--- config.mk ---
export PLATFORM = sky130hd
export DESIGN_NAME = ps2_receiver
export DESIGN_NICKNAME = d
export VERILOG_FILES = /design/src/rtl/ps2_pkg.sv /design/src/rtl/ps2_line_filter.sv /design/src/rtl/ps2_receiver.sv
export SDC_FILE = /design/constraint.sdc
export NUM_CORES = 1
export LEC_CHECK = 0
export CORE_MARGIN = 5
export CORE_UTILIZATION = 35
export CTS_CLUSTER_SIZE = 28
export DETAILED_ROUTE_END_ITERATION = 7
export PLACE_DENSITY = 0.6
export SYNTH_ARGS = -nofsm -noshare
export SYNTH_HDL_FRONTEND = slang
export SYNTH_SLANG_ARGS = --single-unit
export TNS_END_PERCENT = 50
--- constraint.sdc ---
create_clock -name CLOCK_50 -period 2.58 [get_ports CLOCK_50]
set_clock_uncertainty 0.2 [all_clocks]
set_input_delay 0.645 -clock CLOCK_50 [delete_from_list [all_inputs] [get_ports CLOCK_50]]
set_output_delay 0.645 -clock CLOCK_50 [all_outputs]
set_load 0.05 [all_outputs]
--- src/rtl/ps2_pkg.sv ---
`default_nettype none
// ============================================================================
// ps2_pkg : shared states and constants for the PS/2 receive path. Rev 1.0
// ============================================================================
package ps2_pkg;

  localparam int PS2_DATA_BITS      = 8;
  localparam int PS2_FRAME_BITS     = 11;
  localparam int PS2_TIMEOUT_CYCLES = 10000;

  typedef enum logic [1:0] {
    ST_IDLE   = 2'd0,
    ST_DATA   = 2'd1,
    ST_PARITY = 2'd2,
    ST_STOP   = 2'd3
  } ps2_state_e;

  // Stop bit high and odd parity over data plus parity bit.
  function automatic logic ps2_frame_ok(input logic [PS2_DATA_BITS-1:0] data,
                                        input logic parity,
                                        input logic stop);
    return stop & ((^data) ^ parity);
  endfunction

endpackage
`default_nettype wire

--- src/rtl/ps2_line_filter.sv ---
`default_nettype none
// ============================================================================
// ps2_line_filter : synchronizer plus run-length glitch filter. Rev 1.0
// ============================================================================
module ps2_line_filter
  import ps2_pkg::*;
#(
  parameter int SYNC_STAGES = 2,
  parameter int FILTER_LEN  = 8
) (
  input  logic clk,
  input  logic rst_n,
  input  logic i_line,
  output logic o_line
);

  localparam int CNT_W = (FILTER_LEN > 1) ? $clog2(FILTER_LEN) : 1;

  logic [SYNC_STAGES-1:0] sync_q, sync_d;
  logic [CNT_W-1:0]       cnt_q, cnt_d;
  logic                   line_q, line_d;
  logic                   w_sync;

  generate
    if (SYNC_STAGES == 1) begin : g_sync_single
      always_comb sync_d = i_line;
    end else begin : g_sync_chain
      always_comb sync_d = {sync_q[SYNC_STAGES-2:0], i_line};
    end
  endgenerate

  assign w_sync = sync_q[SYNC_STAGES-1];

  // cnt_q counts consecutive samples that disagree with the current output.
  always_comb begin
    cnt_d  = '0;
    line_d = line_q;
    if (w_sync != line_q) begin
      if (cnt_q == CNT_W'(FILTER_LEN - 1)) begin
        line_d = w_sync;
      end else begin
        cnt_d = cnt_q + CNT_W'(1);
      end
    end
  end

  always_ff @(posedge clk or negedge rst_n) begin
    if (!rst_n) begin
      sync_q <= '1;
      cnt_q  <= '0;
      line_q <= 1'b1;
    end else begin
      sync_q <= sync_d;
      cnt_q  <= cnt_d;
      line_q <= line_d;
    end
  end

  assign o_line = line_q;

endmodule
`default_nettype wire

--- src/rtl/ps2_receiver.sv ---
`default_nettype none
// ============================================================================
// ps2_receiver : receive-only PS/2 host, one strobe per validated byte. Rev 1.0
// ============================================================================
module ps2_receiver
  import ps2_pkg::*;
#(
  parameter int SYNC_STAGES    = 2,
  parameter int FILTER_LEN     = 8,
  parameter int TIMEOUT_CYCLES = PS2_TIMEOUT_CYCLES
) (
  input  logic       CLOCK_50,
  input  logic       reset,
  output logic [7:0] received_data,
  output logic       received_data_en,
  output logic       frame_error,
  inout  wire        PS2_CLK,
  inout  wire        PS2_DAT
);

  localparam int TMO_W = $clog2(TIMEOUT_CYCLES + 1);
  localparam int BIT_W = $clog2(PS2_DATA_BITS);

  logic clk;
  logic rst_n;
  assign clk   = CLOCK_50;
  assign rst_n = reset;

  // The host only listens; both lines are left to the keyboard's pull-ups.
  assign PS2_CLK = 1'bz;
  assign PS2_DAT = 1'bz;

  logic w_clk_f, w_dat_f, w_fall;

  ps2_line_filter #(.SYNC_STAGES(SYNC_STAGES), .FILTER_LEN(FILTER_LEN)) u_clk_filter (
    .clk    (clk),
    .rst_n  (rst_n),
    .i_line (PS2_CLK),
    .o_line (w_clk_f)
  );

  ps2_line_filter #(.SYNC_STAGES(SYNC_STAGES), .FILTER_LEN(FILTER_LEN)) u_dat_filter (
    .clk    (clk),
    .rst_n  (rst_n),
    .i_line (PS2_DAT),
    .o_line (w_dat_f)
  );

  ps2_state_e                 state_q, state_d;
  logic [BIT_W-1:0]           bitcnt_q, bitcnt_d;
  logic [PS2_DATA_BITS-1:0]   shift_q, shift_d;
  logic                       parity_q, parity_d;
  logic [TMO_W-1:0]           tmo_q, tmo_d;
  logic [PS2_DATA_BITS-1:0]   data_q, data_d;
  logic                       en_q, en_d;
  logic                       err_q, err_d;
  logic                       clk_prev_q;

  assign w_fall = clk_prev_q & ~w_clk_f;

  always_comb begin
    state_d  = state_q;
    bitcnt_d = bitcnt_q;
    shift_d  = shift_q;
    parity_d = parity_q;
    tmo_d    = tmo_q;
    data_d   = data_q;
    en_d     = 1'b0;
    err_d    = 1'b0;

    if (state_q == ST_IDLE) begin
      tmo_d = '0;
      if (w_fall && !w_dat_f) begin
        state_d  = ST_DATA;
        bitcnt_d = '0;
        shift_d  = '0;
      end
    end else if (w_fall) begin
      tmo_d = '0;
      case (state_q)
        ST_DATA: begin
          shift_d  = {w_dat_f, shift_q[PS2_DATA_BITS-1:1]};
          bitcnt_d = bitcnt_q + BIT_W'(1);
          if (bitcnt_q == BIT_W'(PS2_DATA_BITS - 1)) begin
            state_d = ST_PARITY;
          end
        end
        ST_PARITY: begin
          parity_d = w_dat_f;
          state_d  = ST_STOP;
        end
        ST_STOP: begin
          if (ps2_frame_ok(shift_q, parity_q, w_dat_f)) begin
            data_d = shift_q;
            en_d   = 1'b1;
          end else begin
            err_d = 1'b1;
          end
          state_d = ST_IDLE;
        end
        default: state_d = ST_IDLE;
      endcase
    end else if (tmo_q == TMO_W'(TIMEOUT_CYCLES - 1)) begin
      // Keyboard stalled mid-frame: drop the partial byte and resync on the next start bit.
      err_d    = 1'b1;
      state_d  = ST_IDLE;
      tmo_d    = '0;
      bitcnt_d = '0;
      shift_d  = '0;
    end else begin
      tmo_d = tmo_q + TMO_W'(1);
    end
  end

  always_ff @(posedge clk or negedge rst_n) begin
    if (!rst_n) begin
      state_q    <= ST_IDLE;
      bitcnt_q   <= '0;
      shift_q    <= '0;
      parity_q   <= 1'b0;
      tmo_q      <= '0;
      data_q     <= '0;
      en_q       <= 1'b0;
      err_q      <= 1'b0;
      clk_prev_q <= 1'b1;
    end else begin
      state_q    <= state_d;
      bitcnt_q   <= bitcnt_d;
      shift_q    <= shift_d;
      parity_q   <= parity_d;
      tmo_q      <= tmo_d;
      data_q     <= data_d;
      en_q       <= en_d;
      err_q      <= err_d;
      clk_prev_q <= w_clk_f;
    end
  end

  assign received_data    = data_q;
  assign received_data_en = en_q;
  assign frame_error      = err_q;

endmodule
`default_nettype wire

==> results.yml <==
power:
  p_clk_frac: 0.247
  p_leak_nw: 1.209
  seqPwrFrac: 0.503
  p_switching_mw: 0.6504
  p_total_mw: 1.905
  p_comb_frac: 0.249
  power_per_cell_area_nw_per_um2: 735.8
  p_sw_frac: 0.3415
  intPower_mw: 1.254
  vdd_drop_max_v: 0.0003843
sta:
  slew_violations: 0
  max_slew_margin: 0.6278
  setup_tns_ns: 0
  finalHoldViolCount: 0
  final.period_utilization: 0.9053
  hold-worst-slack_ns: 0.05134
  rsz0062_at_grt: "false"
  layout_min_cycle_time_ns: 2.336
  tightestPinTransition_ns: 0.5513
  fmax_mhz: 428.2
  setup_viol: 0
drt:
  drt_iter0_markers: 53
  vias: 1351
  routed_via_density: 4.564
  firstDrtPassIters: 4
  ant_nets: 0
  wirelength_mm: 3.694
  drc_errors: 0
  wire_per_inst_um: 12.48
clock_tree:
  cts-root-buf: "clkbuf_8"
  insertion_delay_ns: 0.30
  cts_tree: "yes"
  post_cts_resized: 0
  post_cts_buffers: 0
  cts.sinks: 49
  ctsHoldBuffers: 0
  ctsHtreeMaxLevel: 2
  numCtsBuffers: 5
  ctsLongestPathBuffers: 2
  clk_pin_slew_ns: 0.10
critical_path:
  cp_cell_sequence: "clkdlybuf4s50_1"
  required_ns: 1.74
  r2r_start: "shift_q[4]$_DFFE_PN0P_"
  endpoint_kind: "output pin"
  crit_type: "reg2out"
  cp_max_fo: 2
  critical_path_arrival_ns: 1.49
  crit_family: "buffers and inverters"
  crit_path_start: "received_data[4]$_DFFE_PN0P_"
  critPathLaunchType: "register"
  cp_slowest_cell: "clkdlybuf4s50_1"
  path_buf_inv: 1
  cpPeakStageDelay_ns: 0.81
global_routing:
  grt_max_degree: 22
  grt_pass1_wl_mm: 6.630
  track_usage: 0.09785
  grt_pass1_vias: 1383
  antenna_found_initial: 0
  grt_overflow_total: 0
floorplanning:
  die_area_um2: 8247
  fp-row-count: 29
  io_pins: 14
  core_um2: 6350
  dieHeight_um: 90.82
  start_util: 0.3600
  die_w_um: 90.82
cells_and_area:
  seqCellArea_um2: 1232
  fin_nets: 233
  final_util: 0.4077
  antenna-diode-count: 0
  fillers: 603
  drive_gt1_frac: 0.1553
  multiInputGateArea_um2: 1007
  syn2layout_area_growth_pct: 13.25
place:
  place.gp.congestion: 0.7389
  dp_hpwl_mm: 2.674
  port_buffers: 11
logic_synthesis:
  synth_edf_count: 0
  synthFlopType: "dfrtp_1"
  avgSynthCellArea_um2: 11.43
  synthArstFlopShare: 1.000
  seq_area_frac_synth: 0.5391
  yosysWarnings: 0
  syn-instance-count: 200
  synth_cell_type_count: 36
  ys_ff_latch: 49
  synth_area_um2: 2286
run:
  maxCapViolations: 0
worst_hold_path:
  hold_path.class: "in2async"
outcome:
  status: "completed"
-- layout make-up --
class / instances / share of cell area
inverter: 2 / 0.002900
multi-input combinational: 143 / 0.3891
clock inverter: 3 / 0.01015
timing repair buffer: 17 / 0.05800
clock buffer: 5 / 0.02658
sequential: 49 / 0.4761
tap: 77 / 0.03722
-- path summary, 6_finish.rpt --
check,depth (start not counted),slack [ns],end
max,1,0.24,received_data[4]
min,1,0.05,received_data_en$_DFF_PN0_
max reg2reg,6,0.25,received_data[3]$_DFFE_PN0P_
min reg2reg,0,0.16,u_clk_filter.sync_q[1]$_DFF_PN1_
max in group asynchronous,2,1.46,clk_prev_q$_DFF_PN1_
min in group CLOCK_50,0,0.16,u_clk_filter.sync_q[1]$_DFF_PN1_
-- cell usage after synthesis, types with 2 or more instances --
| cell | number | area (µm²) |
|---|---|---|
| nand4_1 | 2 | 12.51 |
| nand3_1 | 4 | 20.02 |
| ha_1 | 13 | 162.7 |
| and3_1 | 5 | 31.28 |
| dfstp_2 | 5 | 131.4 |
| o21ai_0 | 11 | 55.05 |
| mux2_4 | 8 | 120.1 |
| xor2_1 | 11 | 96.34 |
| and2_1 | 6 | 37.54 |
| buf_4 | 2 | 15.01 |
| nand2b_1 | 3 | 18.77 |
| dfrtp_1 | 44 | 1101 |
| nor3_1 | 2 | 10.01 |
| xnor2_1 | 9 | 78.83 |
| nor2_1 | 18 | 67.56 |
| clkbuf_1 | 4 | 15.01 |
| inv_1 | 2 | 7.510 |
| nor3b_1 | 2 | 15.01 |
| nand2_1 | 30 | 112.6 |
| mux2_2 | 3 | 33.78 |
-- layout by cell type, fill, tap and decap left out, types with 2 or more instances in the layout --
master / netlist / routed
dfstp_2: 5 / 5
nand4_1: 2 / 2
clkbuf_8: 0 / 5
and3_1: 5 / 5
nor3_1: 2 / 2
mux2_4: 8 / 8
and2_1: 6 / 6
clkdlybuf4s50_1: 0 / 10
o21ai_0: 11 / 11
xor2_1: 11 / 11
inv_1: 2 / 2
mux2_2: 3 / 3
nor2_1: 18 / 18
nand2b_1: 3 / 3
dfrtp_1: 44 / 44
clkinvlp_4: 0 / 2
ha_1: 13 / 13
buf_4: 2 / 6
nor3b_1: 2 / 2
nand2_1: 30 / 30
conb_1: 1 / 3
xnor2_1: 9 / 9
nand3_1: 4 / 4
-- registers in the layout, summed over array words and instances (netlist names), 2 cells and up --
name / flops
tmo_q: 14
received_data: 8
shift_q: 8
bitcnt_q: 3
u_clk_filter.cnt_q: 3
u_dat_filter.cnt_q: 3
state_q: 2
-- routing by layer --
metal  vias up  GRT usage  wire length (µm)  share of wire
met5         -          0                 0              0
met4         0    0.04034                51          0.014
met3         4    0.02250                94          0.025
met2        13     0.1538              1726           0.47
met1       642     0.1295              1820           0.49
li1        692          -                 -              -
-- power by group through the flow --
stage / Combinational (mW) / Clock, mW / Sequential [mW]
after detailed placement: 0.482 / 0 / 0.975
after global routing: 0.554 / 0.523 / 0.980
final: 0.475 / 0.471 / 0.959
after global placement: 0.473 / 0 / 0.971
after floorplan: 0.365 / 0 / 0.954
after CTS: 0.485 / 0.489 / 0.961
-- metrics by stage --
step	area (µm²)	std cells	worst slack, ns
after floorplan	2293	202	0.4704
after global placement	2494	288	0.3828
after detailed placement	2494	288	0.2610
after CTS	2589	296	0.2296
after global routing	2589	296	0.1563
final	2589	296	0.2444
-- logic make-up after synthesis --
family / Yosys count / synth area share
other: 1 / 0.001640
flip-flops: 49 / 0.5391
multiplexers: 12 / 0.07170
adder cells (fa/ha/maj): 13 / 0.07116
AND/OR/NAND/NOR: 77 / 0.1604
buffers and inverters: 10 / 0.02353
AO/OA/AOI/OAI: 17 / 0.04598
XOR/XNOR: 21 / 0.08648
Power figures use the tool's default switching activity.
